## config.mk

```make
export PLATFORM = sky130hd
export DESIGN_NAME = crtc_host_port
export DESIGN_NICKNAME = d
export VERILOG_FILES = /design/src/rtl/crtc_host_port.sv
export SDC_FILE = /design/constraint.sdc
export NUM_CORES = 1
export LEC_CHECK = 0
export ABC_AREA = 1
export CAP_MARGIN = 20
export CORE_MARGIN = 2
export CORE_UTILIZATION = 45
export CTS_CLUSTER_DIAMETER = 100
export DETAILED_ROUTE_END_ITERATION = 16
export PLACE_DENSITY = 0.79
export SYNTH_ARGS = -nofsm -noshare
export SYNTH_HDL_FRONTEND = slang
export SYNTH_SLANG_ARGS = --single-unit
```

## constraint.sdc

```tcl
create_clock -name CLK -period 4.2 [get_ports CLK]
set_input_delay 0.84 -clock CLK [delete_from_list [all_inputs] [get_ports CLK]]
set_output_delay 0.84 -clock CLK [all_outputs]
set_load 0.01 [all_outputs]
```

## src/rtl/crtc_host_port.sv

```systemverilog
// Host-side MC6845 bus initiator: turns a valid/ready register access into an
// address-register write followed by a data access, skipping the address step on a cache hit.
module crtc_host_port #(
  parameter int SETUP = 1,
  parameter int HIGH  = 2,
  parameter int HOLD  = 1
) (
  input  logic       CLK,
  input  logic       RST,
  input  logic       req_valid,
  output logic       req_ready,
  input  logic [4:0] req_reg,
  input  logic       req_read,
  input  logic [7:0] req_data,
  input  logic       ar_flush,
  output logic       rd_valid,
  output logic [7:0] rd_data,
  output logic       E,
  output logic       CSn,
  output logic       RS,
  output logic       RW,
  output logic [7:0] D_OUT,
  output logic       D_OE,
  input  logic [7:0] D_IN
);

  typedef enum logic [2:0] {
    IDLE    = 3'd0,
    A_SETUP = 3'd1,
    A_HIGH  = 3'd2,
    A_HOLD  = 3'd3,
    D_SETUP = 3'd4,
    D_HIGH  = 3'd5,
    D_HOLD  = 3'd6
  } state_t;

  localparam logic [7:0] SETUP_LAST = 8'(SETUP - 1);
  localparam logic [7:0] HIGH_LAST  = 8'(HIGH - 1);
  localparam logic [7:0] HOLD_LAST  = 8'(HOLD - 1);

  state_t     state_q, state_d;
  logic [7:0] cnt_q, cnt_d;
  logic [4:0] reg_q, reg_d;
  logic       read_q, read_d;
  logic [7:0] data_q, data_d;
  logic       cache_valid_q, cache_valid_d;
  logic [4:0] cache_reg_q, cache_reg_d;
  logic       flush_pend_q, flush_pend_d;
  logic       rd_valid_q, rd_valid_d;
  logic [7:0] rd_data_q, rd_data_d;
  logic       last_s;

  always_ff @(posedge CLK or posedge RST) begin
    if (RST) begin
      state_q       <= IDLE;
      cnt_q         <= 8'd0;
      reg_q         <= 5'd0;
      read_q        <= 1'b0;
      data_q        <= 8'd0;
      cache_valid_q <= 1'b0;
      cache_reg_q   <= 5'd0;
      flush_pend_q  <= 1'b0;
      rd_valid_q    <= 1'b0;
      rd_data_q     <= 8'd0;
    end else begin
      state_q       <= state_d;
      cnt_q         <= cnt_d;
      reg_q         <= reg_d;
      read_q        <= read_d;
      data_q        <= data_d;
      cache_valid_q <= cache_valid_d;
      cache_reg_q   <= cache_reg_d;
      flush_pend_q  <= flush_pend_d;
      rd_valid_q    <= rd_valid_d;
      rd_data_q     <= rd_data_d;
    end
  end

  always_comb begin
    state_d      = state_q;
    cnt_d        = cnt_q + 8'd1;
    reg_d        = reg_q;
    read_d       = read_q;
    data_d       = data_q;
    cache_reg_d  = cache_reg_q;
    flush_pend_d = flush_pend_q;
    rd_valid_d   = 1'b0;
    rd_data_d    = rd_data_q;
    last_s       = 1'b0;
    if (ar_flush) begin
      cache_valid_d = 1'b0;
    end else begin
      cache_valid_d = cache_valid_q;
    end

    case (state_q)
      A_SETUP, D_SETUP: last_s = (cnt_q == SETUP_LAST);
      A_HIGH,  D_HIGH:  last_s = (cnt_q == HIGH_LAST);
      A_HOLD,  D_HOLD:  last_s = (cnt_q == HOLD_LAST);
      default:          last_s = 1'b0;
    endcase
    if (last_s) begin
      cnt_d = 8'd0;
    end else begin
      cnt_d = cnt_q + 8'd1;
    end

    case (state_q)
      IDLE: begin
        cnt_d = 8'd0;
        if (req_valid) begin
          reg_d  = req_reg;
          read_d = req_read;
          data_d = req_data;
          if (!cache_valid_q || (cache_reg_q != req_reg) || ar_flush) begin
            state_d      = A_SETUP;
            flush_pend_d = ar_flush;
          end else begin
            state_d = D_SETUP;
          end
        end else begin
          state_d = IDLE;
        end
      end
      A_SETUP: begin
        flush_pend_d = flush_pend_q | ar_flush;
        if (last_s) state_d = A_HIGH;
        else        state_d = A_SETUP;
      end
      A_HIGH: begin
        flush_pend_d = flush_pend_q | ar_flush;
        if (last_s) state_d = A_HOLD;
        else        state_d = A_HIGH;
      end
      A_HOLD: begin
        flush_pend_d = flush_pend_q | ar_flush;
        // A flush seen anywhere in the address cycle keeps the cache invalid.
        if (last_s) begin
          state_d       = D_SETUP;
          cache_valid_d = !(flush_pend_q | ar_flush);
          cache_reg_d   = reg_q;
        end else begin
          state_d = A_HOLD;
        end
      end
      D_SETUP: begin
        if (last_s) state_d = D_HIGH;
        else        state_d = D_SETUP;
      end
      D_HIGH: begin
        if (last_s) begin
          state_d = D_HOLD;
          if (read_q) rd_data_d = D_IN;
          else        rd_data_d = rd_data_q;
        end else begin
          state_d = D_HIGH;
        end
      end
      D_HOLD: begin
        if (last_s) begin
          state_d    = IDLE;
          rd_valid_d = read_q;
        end else begin
          state_d = D_HOLD;
        end
      end
      default: state_d = IDLE;
    endcase
  end

  // Bus pins decode from registered state only.
  always_comb begin
    req_ready = 1'b0;
    E         = 1'b0;
    CSn       = 1'b0;
    RS        = 1'b0;
    RW        = 1'b0;
    D_OE      = 1'b0;
    D_OUT     = 8'd0;
    case (state_q)
      IDLE: begin
        req_ready = 1'b1;
        CSn       = 1'b1;
        RW        = 1'b1;
      end
      A_SETUP, A_HIGH, A_HOLD: begin
        E     = (state_q == A_HIGH);
        D_OE  = 1'b1;
        D_OUT = {3'b000, reg_q};
      end
      D_SETUP, D_HIGH, D_HOLD: begin
        E    = (state_q == D_HIGH);
        RS   = 1'b1;
        RW   = read_q;
        D_OE = !read_q;
        if (read_q) D_OUT = 8'd0;
        else        D_OUT = data_q;
      end
      default: begin
        req_ready = 1'b1;
        CSn       = 1'b1;
        RW        = 1'b1;
      end
    endcase
  end

  assign rd_valid = rd_valid_q;
  assign rd_data  = rd_data_q;

endmodule

```

Yosys cells after proc, flatten, opt, wreduce, memory -nomap -nowiden
Cells that the tools add are included.

word-level totals
  bits in registers = 41
  latch bits = 0
  RAM bits = 0
  ROM bits = 0
  output and inout port bits = 23
  memories kept = 0

cells by class
  $add $sub $neg = 1
  multipliers = 0
  divide/modulo/power cells = 0
  magnitude comparators = 0
  equality and inequality tests = 10
  shifts and indexed selects = 0
  muxes and demuxes = 27
  bitwise gates (word level) = 1
  reduce and logical (&&, ||, !) cells = 17

operators with widths
  cell                                                  count
  two-way mux 8 bit                                     3
  one-hot mux 3 bit (7 select lines)                    1
  one-hot mux 8 bit (2 select lines)                    1
  two-way mux 3 bit                                     4
  two-way mux 1 bit                                     11
  one-hot mux 1 bit (2 select lines)                    5
  equality test 3 bit (second input constant)           3
  adder 8 x 1 -> 8 bit (second input constant)          1
  equality test 8 x 1 -> 1 bit (second input constant)  1
  logical NOT 8 bit                                     1
  equality test 3 x 2 -> 1 bit (second input constant)  2
  AND reduction 3 bit                                   2
  OR reduction 3 bit                                    2
  OR reduction 6 bit                                    1
  inequality test 5 bit                                 1
  two-way mux 2 bit                                     2
  inequality test 2 bit (second input constant)         2
  AND reduction 2 bit                                   2
  OR reduction 4 bit                                    1
  equality test 3 x 1 -> 1 bit (second input constant)  1
  logical NOT 1 bit                                     3
  logical NOT 3 bit                                     1
  logical OR 1 bit                                      2
  nonzero test 2 bit                                    1
  2 further kinds                                       2

Depth between registers and ports, before layout
  depth after elaboration = 6
  mapped depth = 9
  depth with buffers taken out = 9

Least setup slack after synthesis
No wires, ideal clock.

  path kind = reg-to-output
  start point = register state_q[2]
  end point = output port RW
  data arrival time = 1.260 ns
  required time = 3.360 ns
  slack = 2.100 ns
  stages on the path, launching flop included = 6
  buffers on the path = 0
  path through = dfrtp_1 -> inv_2 -> a21oi_1 -> nand2_2 -> nand2_1 -> inv_1

on the way
  longest elaborated chain between the ends = 3

ends and longest elaborated chain
  element                                       line  RTL
  start, declared                               41    state_t state_q, state_d;
  start signal, assigned                        66    state_q <= state_d;
  equality test 3 bit (tied with other cells)   180   case (state_q)
  OR reduction 3 bit, on equally long branches  --
  one-hot mux 1 bit (2 select lines) (*)        180
  end, declared                                 21    output logic RW,

Mark *: on every way between the ends. The rest lies on a longest branch, timed or not.

Final worst setup path
  start point = register state_q[2]
  end point = output port D_OUT[2]

on the way
  longest elaborated chain between the ends = 3

ends and longest elaborated chain
  element                                       line  RTL
  equality test 3 bit (tied with other cells)   180
  OR reduction 3 bit, on equally long branches  --
  one-hot mux 8 bit (2 select lines) (*)        180
  end, declared                                 22    output logic [7:0] D_OUT,

Marks and branches as above.

==> reports/metrics.csv <==
stage,metric,value,unit
outcome,status,"finished, final reports clean",
cells_and_area,fin nets,354,
worst_hold_path,Tightest Hold Check Type,register to register,
global_routing,first-pass GRT wire length,7.79,mm
yosys,Synth Area per Inst,7.80,um^2
global_routing,met2 usage,0.328,
setup_path,critical path's largest stage delay,0.58,ns
cells_and_area,final instance count without filler cells,376,
sta,pins over their slew limit,0,
placed_design,Port Buffers,48,
sta,Final setup viols,0,
global_routing,initial antenna violation count,0,
worst_hold_path,Hold Path End,rd_data[1]$_DFFE_PP0P_,
sta,Slew Limit Headroom,0.439,
routing,WL final,4.56,mm
routing,wire length per cell,12.1,um
placed_design,Placed Cells incl. Taps,369,
clock_tree,post-CTS sizing,0,
sta,setup TNS,0,ns
clock_tree,clock sink count,41,
placed_design,GPL Wtd Cong,0.823,
routing,vias per cell,4.98,
flow_run,number of max-cap violations,0,
global_routing,largest net degree at the start of global routing,42,
global_routing,gr usage total,0.188,
setup_path,CP cell instances,inv_2 > a21oi_1 > nand3_1 > o21ai_0 > clkdlybuf4s50_1,
power_and_ir_drop,VDD IR max,0.000342,V
worst_hold_path,Worst Hold Path Cells,2,
routing,DRC,0,
yosys,Mapped Area,2120,um^2
cells_and_area,final core utilization,0.619,
sta,ratio of final minimum period to clock period,0.705,
cells_and_area,area delta synth->final,29.7,%
cells_and_area,# fillers,395,
setup_path,worst reg-to-reg path cell count,6,
clock_tree,clock buffer depth,2,
floorplan,die area,5280,um^2
routing,drt initial violations,100,
placed_design,DP HPWL,3.45,mm
cells_and_area,layout cells sized above 1,0.0679,
cells_and_area,Multi-input gate area,896,um^2
placed_design,dpl ws,1.58,ns
setup_path,flop2flop setup slack,2.27,ns
setup_path,CP required,3.36,ns
global_routing,GR Layer Usage met1,0.231,
routing,Final ANT Viol Nets,0,
clock_tree,CTS tree,done,
setup_path,reg2reg end,data_q[0]$_DFFE_PP0P_,
floorplan,Die Span X,72.7,um
power_and_ir_drop,clock power share,0.162,
worst_hold_path,hold path start,rd_data[1]$_DFFE_PP0P_,
yosys,Ys Warns,0,
sta,fmax,0.338,GHz
sta,Slew @ Worst Pin,0.840,ns
global_routing,grt total ovfl,0,
power_and_ir_drop,Seq pwr share,0.352,
clock_tree,insertion delay to the later sink of the worst-skew pair,0.29,ns
power_and_ir_drop,PwrDens,678,nW/um^2
setup_path,CP max stage cell,clkdlybuf4s50_1,
global_routing,M3 GR Usage,0.0497,
floorplan,chip height,72.7,um
routing,Pre-Repair DR Iteration Count,4,
setup_path,Crit. End Element,output pin,
clock_tree,Post-CTS Setup Bufs,0,
setup_path,Crit. Startpoint,state_q[2]$_DFF_PP0_,
power_and_ir_drop,switching part of the total power,0.405,
cells_and_area,Register Area,1030,um^2
power_and_ir_drop,Switching Power,0.755,mW
sta,Final Worst Setup Slack,1.24,ns
setup_path,critical-path maximum fanout,8,
floorplan,number of I/O pins,49,
floorplan,core area,4440,um^2
setup_path,Worst EP arrival,2.12,ns
clock_tree,Num CTS Buffers,5,
sta,final hold violation count,0,
sta,unrepaired setup endpoints after global routing,false,
yosys,sequential element share of the synthesized area,0.483,
setup_path,"Largest delay share family, worst path",buffers and inverters,
yosys,Synth Instances,272,
power_and_ir_drop,cell-internal power,1.11,mW
power_and_ir_drop,Comb pwr share,0.485,
global_routing,GR peak layer,met2,
setup_path,buffers and inverters on the worst path,2,
power_and_ir_drop,Leak,1.36,nW
sta,fin crit period,2.96,ns
clock_tree,CTS root buffer,clkbuf_8,
routing,Vias,1873,
clock_tree,Clock transition at path regs,0.07,ns
setup_path,CP Launch Type,register,
yosys,Cell variety after synth,26,
clock_tree,CTS Hold Bufs,0,
setup_path,Crit Path Class,register to output pin,
sta,Worst Clk Skew,0.0106,ns
floorplan,row count,24,
yosys,Post-Syn Nets,302,
setup_path,FF-to-FF Start,state_q[0]$_DFF_PP0_,
global_routing,vias in the first global route,1818,
cells_and_area,ANT cells,0,
clock_tree,H-tree levels,2,
yosys,#FFs+latches synth,41,
floorplan,Initial Util,0.477,
cell usage in the layout, fill, tap and decap left out:
master           count
dfrtp_1             41
o21ai_1              4
nand3_4              1
a21oi_1              1
nand3b_1             1
nand2_2              2
nor3b_1              2
nor3_1               2
o21ai_0             18
clkbuf_8             5
nor2_1              24
inv_2                1
nand3_2              2
clkdlybuf4s50_1     48
nand3_1             14
nand2_4              2
nor2_2               1
nor3_2               2
o21ai_2              2
ha_1                 4
buf_4                1
bufinv_16            1
nand4_1             11
clkinv_2             1
nand2_1             83
xor2_1               4
or2_2                1
clkinv_1             1
inv_1               44
sequential cells by signal, summed over array words and instances (netlist names):
name	cells
cache_reg_q	5
read_q	1
rd_valid	1
rd_data	8
flush_pend_q	1
cache_valid_q	1
data_q	8
cnt_q	8
state_q	3
reg_q	5
layout make-up:
type,count,area share
clock buffers,5,0.0250
multi-input cells,181,0.326
flip-flops and latches,41,0.373
well taps,52,0.0236
inverters,46,0.0628
clock inverters,2,0.0127
repair buffers,49,0.177
power groups by stage:
stage               logic [mW]  registers (mW)  clock network (mW)
floorplan                0.558           0.651                   0
global placement         0.886           0.660                   0
detailed placement       0.909           0.664                   0
CTS                      0.915           0.658               0.310
global route              1.02           0.679               0.325
finish                   0.906           0.657               0.303
worst max path at each step:
stage,depth (start not counted),end
final,5,D_OUT[2]
after floorplan,5,RW
after CTS,5,D_OUT[2]
after global routing,5,D_OUT[2]
after detailed placement,5,D_OUT[6]
after global placement,5,D_OUT[3]
synth_stat cells:
cell type,number,area share
o21ai_1,4,0.0094
nor3b_1,2,0.0071
buf_2,1,0.0024
nor2_1,24,0.042
ha_1,4,0.024
xor2_1,4,0.017
o21ai_2,2,0.0083
dfrtp_1,41,0.48
o21ai_0,18,0.042
inv_1,44,0.078
nand2_1,83,0.15
nand3_1,14,0.033
or2_2,1,0.0029
nand3_2,2,0.0094
buf_4,3,0.011
inv_2,1,0.0018
nand3_4,1,0.0083
nor3_2,2,0.0094
nor2_2,1,0.0029
nand4_1,11,0.032
a21oi_1,1,0.0024
nand2_2,2,0.0059
nand3b_1,1,0.0035
nand2_4,2,0.011
clkinv_1,1,0.0018
nor3_1,2,0.0047
layer usage:
metal	wire (um)	vias to the layer above
met5	0	-
met4	30	0
met3	322	2
met2	2180	64
met1	2020	859
li1	-	948
through the flow:
stage	hold slack [ns]	area, um^2	power, mW
2_1_floorplan	0.443	2120	1.21
5_1_grt	0.495	2750	2.02
4_1_cts	0.476	2750	1.88
3_5_place_dp	0.458	2650	1.57
6_report	0.473	2750	1.87
3_3_place_gp	0.453	2650	1.55
cell families after synthesis:
kind of cell | count (synthesis) | share of synthesized area
adder cells (fa/ha/maj) | 4 | 0.0236
buffers and inverters | 50 | 0.0943
XOR/XNOR | 4 | 0.0165
AND/OR/NAND/NOR | 148 | 0.320
flip-flops | 41 | 0.483
AO/OA/AOI/OAI | 25 | 0.0625
tightest hold or removal path, delay by kind of cell (launching register included):
kind / cells / cell delay, ns
flip-flops: 1 / 0.34
AND/OR/NAND/NOR: 2 / 0.10
(Power assumes the default switching activity.)
